**config.mk**
```make
export PLATFORM = sky130hd
export DESIGN_NAME = ps2_matrix_flat
export DESIGN_NICKNAME = d
export VERILOG_FILES = /design/src/rtl/ps2_matrix_if.sv /design/src/rtl/ps2_matrix.sv /design/src/flat_wrapper.sv
export SDC_FILE = /design/constraint.sdc
export NUM_CORES = 1
export LEC_CHECK = 0
export CAP_MARGIN = 5
export CELL_PAD_IN_SITES_DETAIL_PLACEMENT = 2
export CELL_PAD_IN_SITES_GLOBAL_PLACEMENT = 2
export CORE_MARGIN = 1.5
export CORE_UTILIZATION = 36
export CTS_CLUSTER_SIZE = 25
export DETAILED_ROUTE_END_ITERATION = 6
export DONT_BUFFER_PORTS = 1
export PLACE_DENSITY = 0.78
export REMOVE_ABC_BUFFERS = 1
export SYNTH_ARGS = -nofsm -noshare
export SYNTH_HDL_FRONTEND = slang
export SYNTH_SLANG_ARGS = --single-unit
```
**constraint.sdc**
```tcl
create_clock -name clock -period 3.2 [get_ports clock]
set_input_delay 0.32 -clock clock [delete_from_list [all_inputs] [get_ports clock]]
set_output_delay 0.32 -clock clock [all_outputs]
set_load 0.01 [all_outputs]
```
**src/rtl/ps2_matrix_if.sv**
```systemverilog
// ps2_matrix_if -- byte strobe in from the PS/2 receiver, ZX row address in,
// column data and hotkey pulses out.
//   kstb  : one-cycle strobe, code holds a new raw PS/2 byte
//   code  : raw PS/2 set-2 byte
//   a     : ZX address high byte, active-low row selects
//   q     : active-low column data for the port-FE read
//   nmi   : one-cycle NMI hotkey pulse
//   rst   : one-cycle Ctrl+Alt+Del pulse
interface ps2_matrix_if;
  logic       kstb;
  logic [7:0] code;
  logic [7:0] a;
  logic [4:0] q;
  logic       nmi;
  logic       rst;

  modport master (output kstb, code, a, input q, nmi, rst);
  modport slave  (input kstb, code, a, output q, nmi, rst);
endinterface

```
**src/rtl/ps2_matrix.sv**
```systemverilog
// ps2_matrix -- PS/2 set-2 scancode parser feeding a ZX Spectrum 8x5 matrix.
// Handles E0/F0/E1 prefixes and BAT/error flush bytes, reference-counts the
// shared CAPS SHIFT and SYMBOL SHIFT keys, and emits NMI / reset hotkeys.
//   clock : system clock, all state on the rising edge
//   reset : asynchronous active-low reset
//   bus   : ps2_matrix_if slave (kstb/code in, a in, q/nmi/rst out)
module ps2_matrix #(
  parameter int unsigned CNTW     = 3,
  parameter logic [7:0]  NMI_CODE = 8'h03,
  parameter int unsigned E1_SKIP  = 7
) (
  input logic         clock,
  input logic         reset,
  ps2_matrix_if.slave bus
);

  localparam int unsigned SKW = (E1_SKIP < 2) ? 1 : $clog2(E1_SKIP + 1);
  localparam logic [CNTW-1:0] CNT_MAX = '1;

  typedef enum logic [2:0] {S_IDLE, S_EXT, S_BRK, S_EXTBRK, S_SKIP} state_t;
  typedef struct packed { logic hit; logic [2:0] row; logic [2:0] col; } pos_t;
  typedef struct packed { logic hit; logic [2:0] idx; } cs_t;
  typedef struct packed { logic hit; logic [3:0] idx; } ss_t;

  function automatic pos_t rc(input logic [2:0] r, input logic [2:0] c);
    rc = '{hit: 1'b1, row: r, col: c};
  endfunction

  // Matrix position driven by a code; combination partners share this table.
  function automatic pos_t plain_map(input logic [7:0] c);
    plain_map = '0;
    case (c)
      8'h1A: plain_map = rc(3'd0, 3'd1); 8'h22: plain_map = rc(3'd0, 3'd2);
      8'h21: plain_map = rc(3'd0, 3'd3); 8'h2A: plain_map = rc(3'd0, 3'd4);
      8'h1C: plain_map = rc(3'd1, 3'd0); 8'h1B: plain_map = rc(3'd1, 3'd1);
      8'h23: plain_map = rc(3'd1, 3'd2); 8'h2B: plain_map = rc(3'd1, 3'd3);
      8'h34: plain_map = rc(3'd1, 3'd4);
      8'h15: plain_map = rc(3'd2, 3'd0); 8'h1D: plain_map = rc(3'd2, 3'd1);
      8'h24: plain_map = rc(3'd2, 3'd2); 8'h2D: plain_map = rc(3'd2, 3'd3);
      8'h2C: plain_map = rc(3'd2, 3'd4);
      8'h16: plain_map = rc(3'd3, 3'd0); 8'h1E: plain_map = rc(3'd3, 3'd1);
      8'h26: plain_map = rc(3'd3, 3'd2); 8'h25: plain_map = rc(3'd3, 3'd3);
      8'h2E: plain_map = rc(3'd3, 3'd4); 8'h6B: plain_map = rc(3'd3, 3'd4);
      8'h45: plain_map = rc(3'd4, 3'd0); 8'h46: plain_map = rc(3'd4, 3'd1);
      8'h3E: plain_map = rc(3'd4, 3'd2); 8'h3D: plain_map = rc(3'd4, 3'd3);
      8'h36: plain_map = rc(3'd4, 3'd4); 8'h66: plain_map = rc(3'd4, 3'd0);
      8'h74: plain_map = rc(3'd4, 3'd2); 8'h75: plain_map = rc(3'd4, 3'd3);
      8'h72: plain_map = rc(3'd4, 3'd4);
      8'h4D: plain_map = rc(3'd5, 3'd0); 8'h44: plain_map = rc(3'd5, 3'd1);
      8'h43: plain_map = rc(3'd5, 3'd2); 8'h3C: plain_map = rc(3'd5, 3'd3);
      8'h35: plain_map = rc(3'd5, 3'd4); 8'h54: plain_map = rc(3'd5, 3'd0);
      8'h52: plain_map = rc(3'd5, 3'd1);
      8'h5A: plain_map = rc(3'd6, 3'd0); 8'h4B: plain_map = rc(3'd6, 3'd1);
      8'h42: plain_map = rc(3'd6, 3'd2); 8'h3B: plain_map = rc(3'd6, 3'd3);
      8'h33: plain_map = rc(3'd6, 3'd4); 8'h4A: plain_map = rc(3'd6, 3'd3);
      8'h5B: plain_map = rc(3'd6, 3'd2);
      8'h29: plain_map = rc(3'd7, 3'd0); 8'h3A: plain_map = rc(3'd7, 3'd2);
      8'h31: plain_map = rc(3'd7, 3'd3); 8'h32: plain_map = rc(3'd7, 3'd4);
      8'h76: plain_map = rc(3'd7, 3'd0); 8'h49: plain_map = rc(3'd7, 3'd2);
      8'h41: plain_map = rc(3'd7, 3'd3);
      8'h61: plain_map = rc(3'd0, 3'd1);
      default: plain_map = '0;
    endcase
  endfunction

  // CAPS SHIFT sources; E0 12 / E0 59 are the keyboard's fake shifts.
  function automatic cs_t cs_map(input logic [7:0] c, input logic ext);
    cs_map = '0;
    case (c)
      8'h12: if (!ext) cs_map = '{1'b1, 3'd0};
      8'h59: if (!ext) cs_map = '{1'b1, 3'd1};
      8'h75: cs_map = '{1'b1, 3'd2};  8'h72: cs_map = '{1'b1, 3'd3};
      8'h6B: cs_map = '{1'b1, 3'd4};  8'h74: cs_map = '{1'b1, 3'd5};
      8'h66: cs_map = '{1'b1, 3'd6};  8'h76: cs_map = '{1'b1, 3'd7};
      default: cs_map = '0;
    endcase
  endfunction

  // SYMBOL SHIFT sources; left and right ctrl are independent holders.
  function automatic ss_t ss_map(input logic [7:0] c, input logic ext);
    ss_map = '0;
    case (c)
      8'h54: ss_map = '{1'b1, 4'd0};  8'h52: ss_map = '{1'b1, 4'd1};
      8'h49: ss_map = '{1'b1, 4'd2};  8'h41: ss_map = '{1'b1, 4'd3};
      8'h4A: ss_map = '{1'b1, 4'd4};  8'h5B: ss_map = '{1'b1, 4'd5};
      8'h61: ss_map = '{1'b1, 4'd6};
      8'h14: ss_map = '{1'b1, ext ? 4'd8 : 4'd7};
      default: ss_map = '0;
    endcase
  endfunction

  state_t           state, state_nx;
  logic [SKW-1:0]   skip_cnt;
  logic             ev_valid, ev_make, ev_ext, skip_load, flush, is_flush;
  logic [7:0]       code;
  logic [7:0][4:0]  keys;
  logic [CNTW-1:0]  cs_cnt, ss_cnt;
  logic [7:0]       cs_held;
  logic [8:0]       ss_held;
  logic             ctrl, alt, nmi_r, rst_r;
  logic [7:0][4:0]  eff;
  logic [4:0]       q_c;
  pos_t             pmap;
  cs_t              cs_src;
  ss_t              ss_src;

  assign code     = bus.code;
  assign is_flush = (code == 8'hAA) || (code == 8'hFC) || (code == 8'hFF);
  assign flush    = bus.kstb && is_flush;
  assign pmap     = plain_map(code);
  assign cs_src   = cs_map(code, ev_ext);
  assign ss_src   = ss_map(code, ev_ext);

  // NOTE: sequential state uses non-blocking assignments so every register
  // samples pre-edge values regardless of process ordering.
  always_ff @(posedge clock or negedge reset) begin
    if (!reset) state <= S_IDLE;
    else        state <= state_nx;
  end

  // NOTE: every always_comb output gets a default first so no path leaves a
  // signal unassigned and infers a latch.
  always_comb begin
    state_nx = state;
    if (bus.kstb) begin
      if (is_flush) state_nx = S_IDLE;
      else begin
        case (state)
          S_IDLE: begin
            if      (code == 8'hE0) state_nx = S_EXT;
            else if (code == 8'hF0) state_nx = S_BRK;
            else if (code == 8'hE1) state_nx = S_SKIP;
          end
          S_EXT:   state_nx = (code == 8'hF0) ? S_EXTBRK : S_IDLE;
          S_SKIP:  if (skip_cnt == SKW'(1)) state_nx = S_IDLE;
          default: state_nx = S_IDLE;
        endcase
      end
    end
  end

  always_comb begin
    ev_valid  = 1'b0;
    ev_make   = 1'b1;
    ev_ext    = 1'b0;
    skip_load = 1'b0;
    if (bus.kstb && !is_flush) begin
      case (state)
        S_IDLE: begin
          skip_load = (code == 8'hE1);
          ev_valid  = (code != 8'hE0) && (code != 8'hF0) && (code != 8'hE1);
        end
        S_EXT: begin
          ev_valid = (code != 8'hF0);
          ev_ext   = 1'b1;
        end
        S_BRK: begin
          ev_valid = 1'b1;
          ev_make  = 1'b0;
        end
        S_EXTBRK: begin
          ev_valid = 1'b1;
          ev_make  = 1'b0;
          ev_ext   = 1'b1;
        end
        default: ;
      endcase
    end
  end

  always_ff @(posedge clock or negedge reset) begin
    if (!reset)                                  skip_cnt <= '0;
    else if (skip_load)                          skip_cnt <= SKW'(E1_SKIP);
    else if (bus.kstb && !is_flush && state == S_SKIP) skip_cnt <= skip_cnt - SKW'(1);
  end

  // Held flags make a source count at most once while it is down, so
  // typematic repeats never leave a residue in the shift counters.
  always_ff @(posedge clock or negedge reset) begin
    if (!reset) begin
      // NOTE: the key array is small state, not a RAM, so it resets with
      // everything else to guarantee an all-released matrix.
      keys    <= '1;
      cs_cnt  <= '0;
      ss_cnt  <= '0;
      cs_held <= '0;
      ss_held <= '0;
      ctrl    <= 1'b0;
      alt     <= 1'b0;
      nmi_r   <= 1'b0;
      rst_r   <= 1'b0;
    end else begin
      nmi_r <= 1'b0;
      rst_r <= 1'b0;
      if (flush) begin
        // Held flags go too; a set flag with a zero count would lock the key.
        keys    <= '1;
        cs_cnt  <= '0;
        ss_cnt  <= '0;
        cs_held <= '0;
        ss_held <= '0;
        ctrl    <= 1'b0;
        alt     <= 1'b0;
      end else if (ev_valid) begin
        if (ev_make && !ev_ext && code == NMI_CODE) begin
          nmi_r <= 1'b1;
        end else if (ev_make && ev_ext && code == 8'h71) begin
          rst_r <= ctrl && alt;
        end else begin
          if (pmap.hit) keys[pmap.row][pmap.col] <= ~ev_make;
          if (cs_src.hit) begin
            if (ev_make && !cs_held[cs_src.idx]) begin
              cs_held[cs_src.idx] <= 1'b1;
              if (cs_cnt != CNT_MAX) cs_cnt <= cs_cnt + CNTW'(1);
            end else if (!ev_make && cs_held[cs_src.idx]) begin
              cs_held[cs_src.idx] <= 1'b0;
              if (cs_cnt != '0) cs_cnt <= cs_cnt - CNTW'(1);
            end
          end
          if (ss_src.hit) begin
            if (ev_make && !ss_held[ss_src.idx]) begin
              ss_held[ss_src.idx] <= 1'b1;
              if (ss_cnt != CNT_MAX) ss_cnt <= ss_cnt + CNTW'(1);
            end else if (!ev_make && ss_held[ss_src.idx]) begin
              ss_held[ss_src.idx] <= 1'b0;
              if (ss_cnt != '0) ss_cnt <= ss_cnt - CNTW'(1);
            end
          end
          if (code == 8'h14) ctrl <= ev_make;
          if (code == 8'h11) alt  <= ev_make;
        end
      end
    end
  end

  // Shift keys come from the counters; the stored bits at those spots stay 1.
  always_comb begin
    eff       = keys;
    eff[0][0] = (cs_cnt == '0);
    eff[7][1] = (ss_cnt == '0);
    q_c       = '1;
    for (int r = 0; r < 8; r++) q_c = q_c & (eff[r] | {5{bus.a[r]}});
  end

  assign bus.q   = q_c;
  assign bus.nmi = nmi_r;
  assign bus.rst = rst_r;

endmodule

```
**src/flat_wrapper.sv**
```systemverilog
// flat-port wrapper written by rule: the top's interface ports become plain ports
module ps2_matrix_flat 
#(
  parameter int unsigned CNTW     = 3,
  parameter logic [7:0]  NMI_CODE = 8'h03,
  parameter int unsigned E1_SKIP  = 7
)
  (clock, reset, bus_kstb, bus_code, bus_a, bus_q, bus_nmi, bus_rst);
  ps2_matrix_if bus_i ();
  input logic clock;
  input logic reset;
  input wire logic [$bits(bus_i.kstb)-1:0] bus_kstb;
  input wire logic [$bits(bus_i.code)-1:0] bus_code;
  input wire logic [$bits(bus_i.a)-1:0] bus_a;
  output wire logic [$bits(bus_i.q)-1:0] bus_q;
  output wire logic [$bits(bus_i.nmi)-1:0] bus_nmi;
  output wire logic [$bits(bus_i.rst)-1:0] bus_rst;
  assign bus_i.kstb = bus_kstb;
  assign bus_i.code = bus_code;
  assign bus_i.a = bus_a;
  assign bus_q = bus_i.q;
  assign bus_nmi = bus_i.nmi;
  assign bus_rst = bus_i.rst;
  ps2_matrix #(.CNTW(CNTW), .NMI_CODE(NMI_CODE), .E1_SKIP(E1_SKIP)) u_core (.clock(clock), .reset(reset), .bus(bus_i));
endmodule
```
# [Yosys cells after proc, flatten, opt, wreduce, memory -nomap -nowiden]
# Memories as Yosys holds them, arrays and structs flattened.
# Index checks and enable logic that the tools add are counted.
[totals] ramBits=0 reg_bits=73 output_inout_bits=7 mem_bits_ro=896 mem_count=1 latch_bits=0 inputBits=19
[mem_list] memory="(no name shown)" depth=128 width=7 read_ports=1 rd_clocked_by_memory_dff=0 wr=0 line="ps2_matrix.sv:32" source="case (c)"
[classes] order_cmp=8 mux=90 multipliers=0 div=0 reduce_logical=51 bitwise=22 addsub=5 eq_ne=41 shifts=0
[op_table] operator="40-bit two-way mux" count=5
[op_table] operator="8-bit by 7-bit equality test with 1-bit output (second input constant)" count=15
[op_table] operator="3-bit two-way mux" count=25
[op_table] operator="9-bit two-way mux" count=7
[op_table] operator="8-bit two-way mux" count=7
[op_table] operator="8-bit equality test (second input constant)" count=6
[op_table] operator="40-bit bitwise mux" count=1
[op_table] operator="5-bit OR" count=8
[op_table] operator="5-bit case mux with 8 select lines" count=1
[op_table] operator="5-bit bitwise AND" count=7
[op_table] operator="4-bit case mux with 8 select lines" count=1
[op_table] operator="1-bit two-way mux" count=29
[op_table] operator="8-bit by 5-bit equality test with 1-bit output (second input constant)" count=3
[op_table] operator="8-bit inequality test (second input constant)" count=3
[op_table] operator="1-bit logical AND" count=18
[op_table] operator="3-bit nonzero test" count=6
[op_table] operator="5-bit demux with 3-bit select" count=1
[op_table] operator="7-bit AND reduction" count=2
[op_table] operator="2-bit nonzero test" count=7
[op_table] operator="3-bit by 4-bit < comparator with 1-bit output (second input constant)" count=3
[op_table] operator="4-bit two-way mux" count=3
[op_table] operator="4-bit AND reduction" count=3
[op_table] operator="5-bit AND reduction" count=2
[op_table] operator="9-bit bitwise AND" count=1
[op_table] operator="34 further kinds" count=53

# [Depth between registers and ports, before layout]
[depth] depth_word=21 ltp_mapped=18 depth_no_buf=17

# [Least setup slack after synthesis]
# OpenSTA, ideal clock, no wires.
[synth_timing] path_kind="input to register" start="input bus_code[0]" end="register u_core.ss_cnt[2]" setup_slack_ns=-0.627 t_required_ns=3.080 arrival_time_ns=3.707 setup_time_ns=0.120 stages=15 cell_sequence="inv_1 ha_1 clkbuf_1 nor3b_1 o21a_1 nor3_1 a222oi_1 nor4b_1 o211a_1 ha_1 or4b_1 buf_2 nor2_1 mux2_2 o211a_1"
[synth_between] elab_chain_cells=18 elab_cells_between_ends=54 cone_classes="19 x eq/ne; 14 x mux; 21 x reduce/logical"
[synth_lines] element="from (decl)" line="flat_wrapper.sv:13" source="input wire logic [$bits(bus_i.code)-1:0] bus_code;"
[synth_lines] element="8-bit equality test" line="ps2_matrix.sv:108" source="assign is_flush = (code == 8'hAA) || (code == 8'hFC) || (code == 8'hFF);"
[synth_lines] element="1-bit logical OR (2 in series)" line="ps2_matrix.sv:108"
[synth_lines] element="1-bit zero test" line="ps2_matrix.sv:147" source="if (bus.kstb && !is_flush) begin"
[synth_lines] element="1-bit logical AND" line="ps2_matrix.sv:147"
[synth_lines] element="1-bit two-way mux" line="ps2_matrix.sv:147"
[synth_lines] element="4-bit two-way mux" line="ps2_matrix.sv:87" source="8'h14: ss_map = '{1'b1, ext ? 4'd8 : 4'd7};"
[synth_lines] element="5-bit case mux with 8 select lines" line="ps2_matrix.sv:82" source="case (c)"
[synth_lines] element="1-bit binary-select mux with 4-bit select" line="ps2_matrix.sv:221, ps2_matrix.sv:224"
[synth_lines] element="1-bit two-way mux (not written as such)" line="ps2_matrix.sv:221, ps2_matrix.sv:224"
[synth_lines] element="1-bit zero test" line="ps2_matrix.sv:221" source="if (ev_make && !ss_held[ss_src.idx]) begin"
[synth_lines] element="1-bit logical AND" line="ps2_matrix.sv:221"
[synth_lines] element="3-bit two-way mux" line="ps2_matrix.sv:221"
[synth_lines] element="3-bit two-way mux" line="ps2_matrix.sv:220" source="if (ss_src.hit) begin"
[synth_lines] element="3-bit two-way mux" line="ps2_matrix.sv:207" source="end else if (ev_make && ev_ext && code == 8'h71) begin"
[synth_lines] element="3-bit two-way mux" line="ps2_matrix.sv:205" source="if (ev_make && !ev_ext && code == NMI_CODE) begin"
[synth_lines] element="3-bit two-way mux" line="ps2_matrix.sv:204" source="end else if (ev_valid) begin"
[synth_lines] element="3-bit two-way mux" line="ps2_matrix.sv:195" source="if (flush) begin"
[synth_lines] element="to (signal assigned)" line="ps2_matrix.sv:223" source="if (ss_cnt != CNT_MAX) ss_cnt <= ss_cnt + CNTW'(1);"
[synth_lines] element="to (signal assigned)" line="ps2_matrix.sv:226" source="if (ss_cnt != '0) ss_cnt <= ss_cnt - CNTW'(1);"
[synth_lines] element="to (decl)" line="ps2_matrix.sv:97" source="logic [CNTW-1:0] cs_cnt, ss_cnt;"
# Parallel ways exist; a longest one is shown, timed or not. The select of a mux whose other input is x is not followed.
# A chain may end at the register's enable or synchronous reset.

# [Worst setup path in the final report]
[layout_timing] start="input bus_code[1]" end="register u_core.ss_cnt[2]"
# Same word-level chain as after synthesis.

==> key figures <==
Cells and area
  – Area growth syn-to-layout: 22.6%
  – Fin area: 0.00669 mm2
  – Post-Layout Cell Count: 869
  – Diode count: 0
  – Fin nets: between 700 and 800
  – Layout cell share with drive strength beyond 1: 27.7%

Routing
  – Total number of vias: 5445
  – Vias per cell: around 6.3
  – Initial DRC Count: between 300 and 400
  – Final Routed Wirelength: 22200 um
  – Avg WL per Cell: 25.6 um
  – # DRC: 0
  – Routed Antenna Nets: 0
  – Drt pass-1 iters: 7

CTS
  – Clock transition at the registers of the reported paths: around 0.060 ns
  – Num CTS Buffers: 9
  – CTS H-tree lvls: 3
  – Clk root buf: clkbuf_16
  – Clock Path Buffers: 2
  – Latest clock arrival within the worst-skew pair: approximately 0.36 ns
  – Clock sinks: 71
  – TritonCTS clock tree: done

Setup path
  – Critical Path Source Type: input pin
  – RR Endpoint: u_core.ss_cnt[2]$_DFFE_PN0P_
  – Worst-path fanout max: 11
  – Worst Path Arrival: between 3 and 4 ns
  – CP endpoint kind: register
  – Worst reg2reg path depth: 12
  – Crit Reg-Reg Startpoint: u_core.state[2]$_DFFE_PN0P_
  – Crit path launch: bus_code[1]
  – CP required: 3.44 ns
  – R2R Setup Slk: 0.12 ns
  – Crit Path Category: in -> reg

Placed design
  – Port Buffers: 0
  – Inst Count DP: between 800 and 900
  – Final GP Congestion: 0.880
  – Placed Instance Area: 0.00604 mm2
  – DP HPWL: 15400 um

STA
  – RSZ-0062 raised after global routing: true
  – Pins Over Slew Limit: 0
  – Final hold slack: roughly 0.19 ns
  – Relative slew slack: 34.0%
  – Final hold violations: 0
  – Fmax: 316 MHz
  – Period utilization: 98.8%
  – Clock Skew: 0.0102 ns
  – Worst Tran Pin Value: 0.987 ns
  – Post-layout min period: 3.16 ns
  – Final setup violation count: 0

Hold path
  – Hold Crit Start: bus_kstb
  – Hold Crit Class: in -> reg
  – Hold Path End: u_core.ss_cnt[2]$_DFFE_PN0P_
  – Hold depth: 2

Synthesis
  – Share of flip-flops with an asynchronous set or reset: 100%
  – Ranking of synthesized cells by area: dfstp_2, dfrtp_1, mux2i_1
  – Sequential area share after synthesis: 33.4%
  – Synth Register Bits: 71
  – Synth area leader: dfstp_2
  – Ys flop type: dfstp_2
  – Synth unique cells: 80
  – Post-synth top area share: 18.3%
  – Mapped Cells: ~630
  – Mapped Area: between 0.005 and 0.006 mm2
  – Syn Area/Cell: just under 9 um2
  – Yosys warns: 0
  – Synth cell count leaders: nor2_1, mux2i_1, nand2_1
  – Most common cell in the netlist: nor2_1
  – Post-synth EDFFs: 0

Status
  – Status: completed

Global route
  – GRT Overall Usage: 28.5%
  – Vias in the first global route: 6253
  – First-pass GRT wire length: about 35000 um
  – Initial antenna violation count: 0
  – GR Overflow Total: 0
  – Largest net degree at the start of global routing: 72

Floorplan
  – Core Area: 0.0146 mm2
  – Die height: between 100 and 150 um
  – Die area: 0.0159 mm2
  – Die width: roughly 130 um
  – Initial core utilization: a little under two fifths
  – # rows: 44
  – Ports: 26

Power and ir drop
  – Tot Pwr: 3.54 mW
  – Lkg Pwr: 2.71 nW
  – Power Density: ~530 mW/mm2
  – Peak VDD IR: roughly 0.00034 V

Flow run
  – Max-Cap Viols: 0
## stage by stage
step                worst slack [ns]  util (%)  setup TNS [ns]
finish                        0.0376      45.7               0
global placement              -0.324      41.3           -3.97
global route                 -0.0641      45.7          -0.330
detailed placement            -0.680      41.3          -10.06
floorplan                     -0.685         -           -7.46
CTS                          0.00151      44.5               0
## layout make-up
| type | instances | area (um2) |
|---|---|---|
| fillers | 1622 | 7950 |
| multi-input cells | 510 | 3630 |
| flip-flops and latches | 71 | 1820 |
| repair buffers | 75 | 609 |
| clock buffers | 12 | 268 |
| well taps | 184 | 230 |
| inverters | 13 | 73.8 |
| clock inverters | 4 | 51.3 |
## worst max path at each step
stage	to	slack (ns)
6_report	u_core.ss_cnt[2]$_DFFE_PN0P_	0.04
5_1_grt	u_core.cs_held[6]$_DFFE_PN0P_	-0.06
4_1_cts	u_core.cs_cnt[2]$_DFFE_PN0P_	0.002
3_5_place_dp	u_core.ss_cnt[2]$_DFFE_PN0P_	-0.68
3_3_place_gp	u_core.ss_cnt[2]$_DFFE_PN0P_	-0.32
2_1_floorplan	u_core.ss_cnt[2]$_DFFE_PN0P_	-0.68
## critical path, stage by stage
cell,delay [ns]
inv_12,0.02
ha_2,0.17
nor3b_2,0.17
and3_1,0.21
buf_4,0.15
a222oi_1,0.34
nor4b_2,0.27
o211a_1,0.23
ha_1,0.27
or4b_4,0.60
nor2_4,0.13
mux2_2,0.36
o211a_1,0.14
## registers in the layout (all words and copies together), names as in the netlist, 3 cells and up
register         flops
u_core.eff          38
u_core.cs_held       8
u_core.ss_cnt        3
u_core.state         3
u_core.ss_held       9
u_core.cs_cnt        3
u_core.skip_cnt      3
## power breakdown
part	switching (mW)	leakage, nW	total [mW]	internal [mW]
Clock	0.428	0.154	1.10	0.673
Combinational	0.653	1.72	1.14	0.488
Sequential	0.156	0.837	1.30	1.14
Total	1.24	2.71	3.54	2.31
## cells in the final DEF, fill, tap and decap left out, types with 9 or more instances in the layout
master	synthesis	routed
buf_4	3	69
nor2_1	69	67
nand2_1	42	42
mux2i_1	42	42
dfstp_2	38	38
dfrtp_1	33	33
nand3_1	31	30
o21ai_0	33	29
a21oi_1	27	23
o22ai_1	21	21
nor3_1	18	15
nor2b_1	14	13
nand4_1	12	12
inv_1	13	11
nand2b_1	12	11
a31oi_1	11	11
o21bai_1	10	10
clkbuf_16	0	10
nor4_1	9	9
and3_1	9	9
## per-layer routing
metal | track usage (%) | part of all wire [%]
met4 | 10.5 | 3.1
met1 | 34.2 | 42
met2 | 51.2 | 51
met5 | 0 | 0
met3 | 4.76 | 3.8
## cells by family after synthesis
family	after synthesis	synth area share, %
flip-flops	71	33.4
AO/OA/AOI/OAI	168	21.9
multiplexers	45	8.32
buffers and inverters	48	4.26
XOR/XNOR	7	1.12
adder cells (fa/ha/maj)	14	3.21
AND/OR/NAND/NOR	276	27.8
## what timing repair did
item | 4_1_cts | 5_1_grt
setup endpoints to repair | 22 | 23
resized for setup | 28 | 37
hold buffers | 2 | 0
hold endpoints to repair | 71 | 0
pin swaps | 12 | 15
buffers inserted | 1 | 2
(Power assumes the default switching activity.)
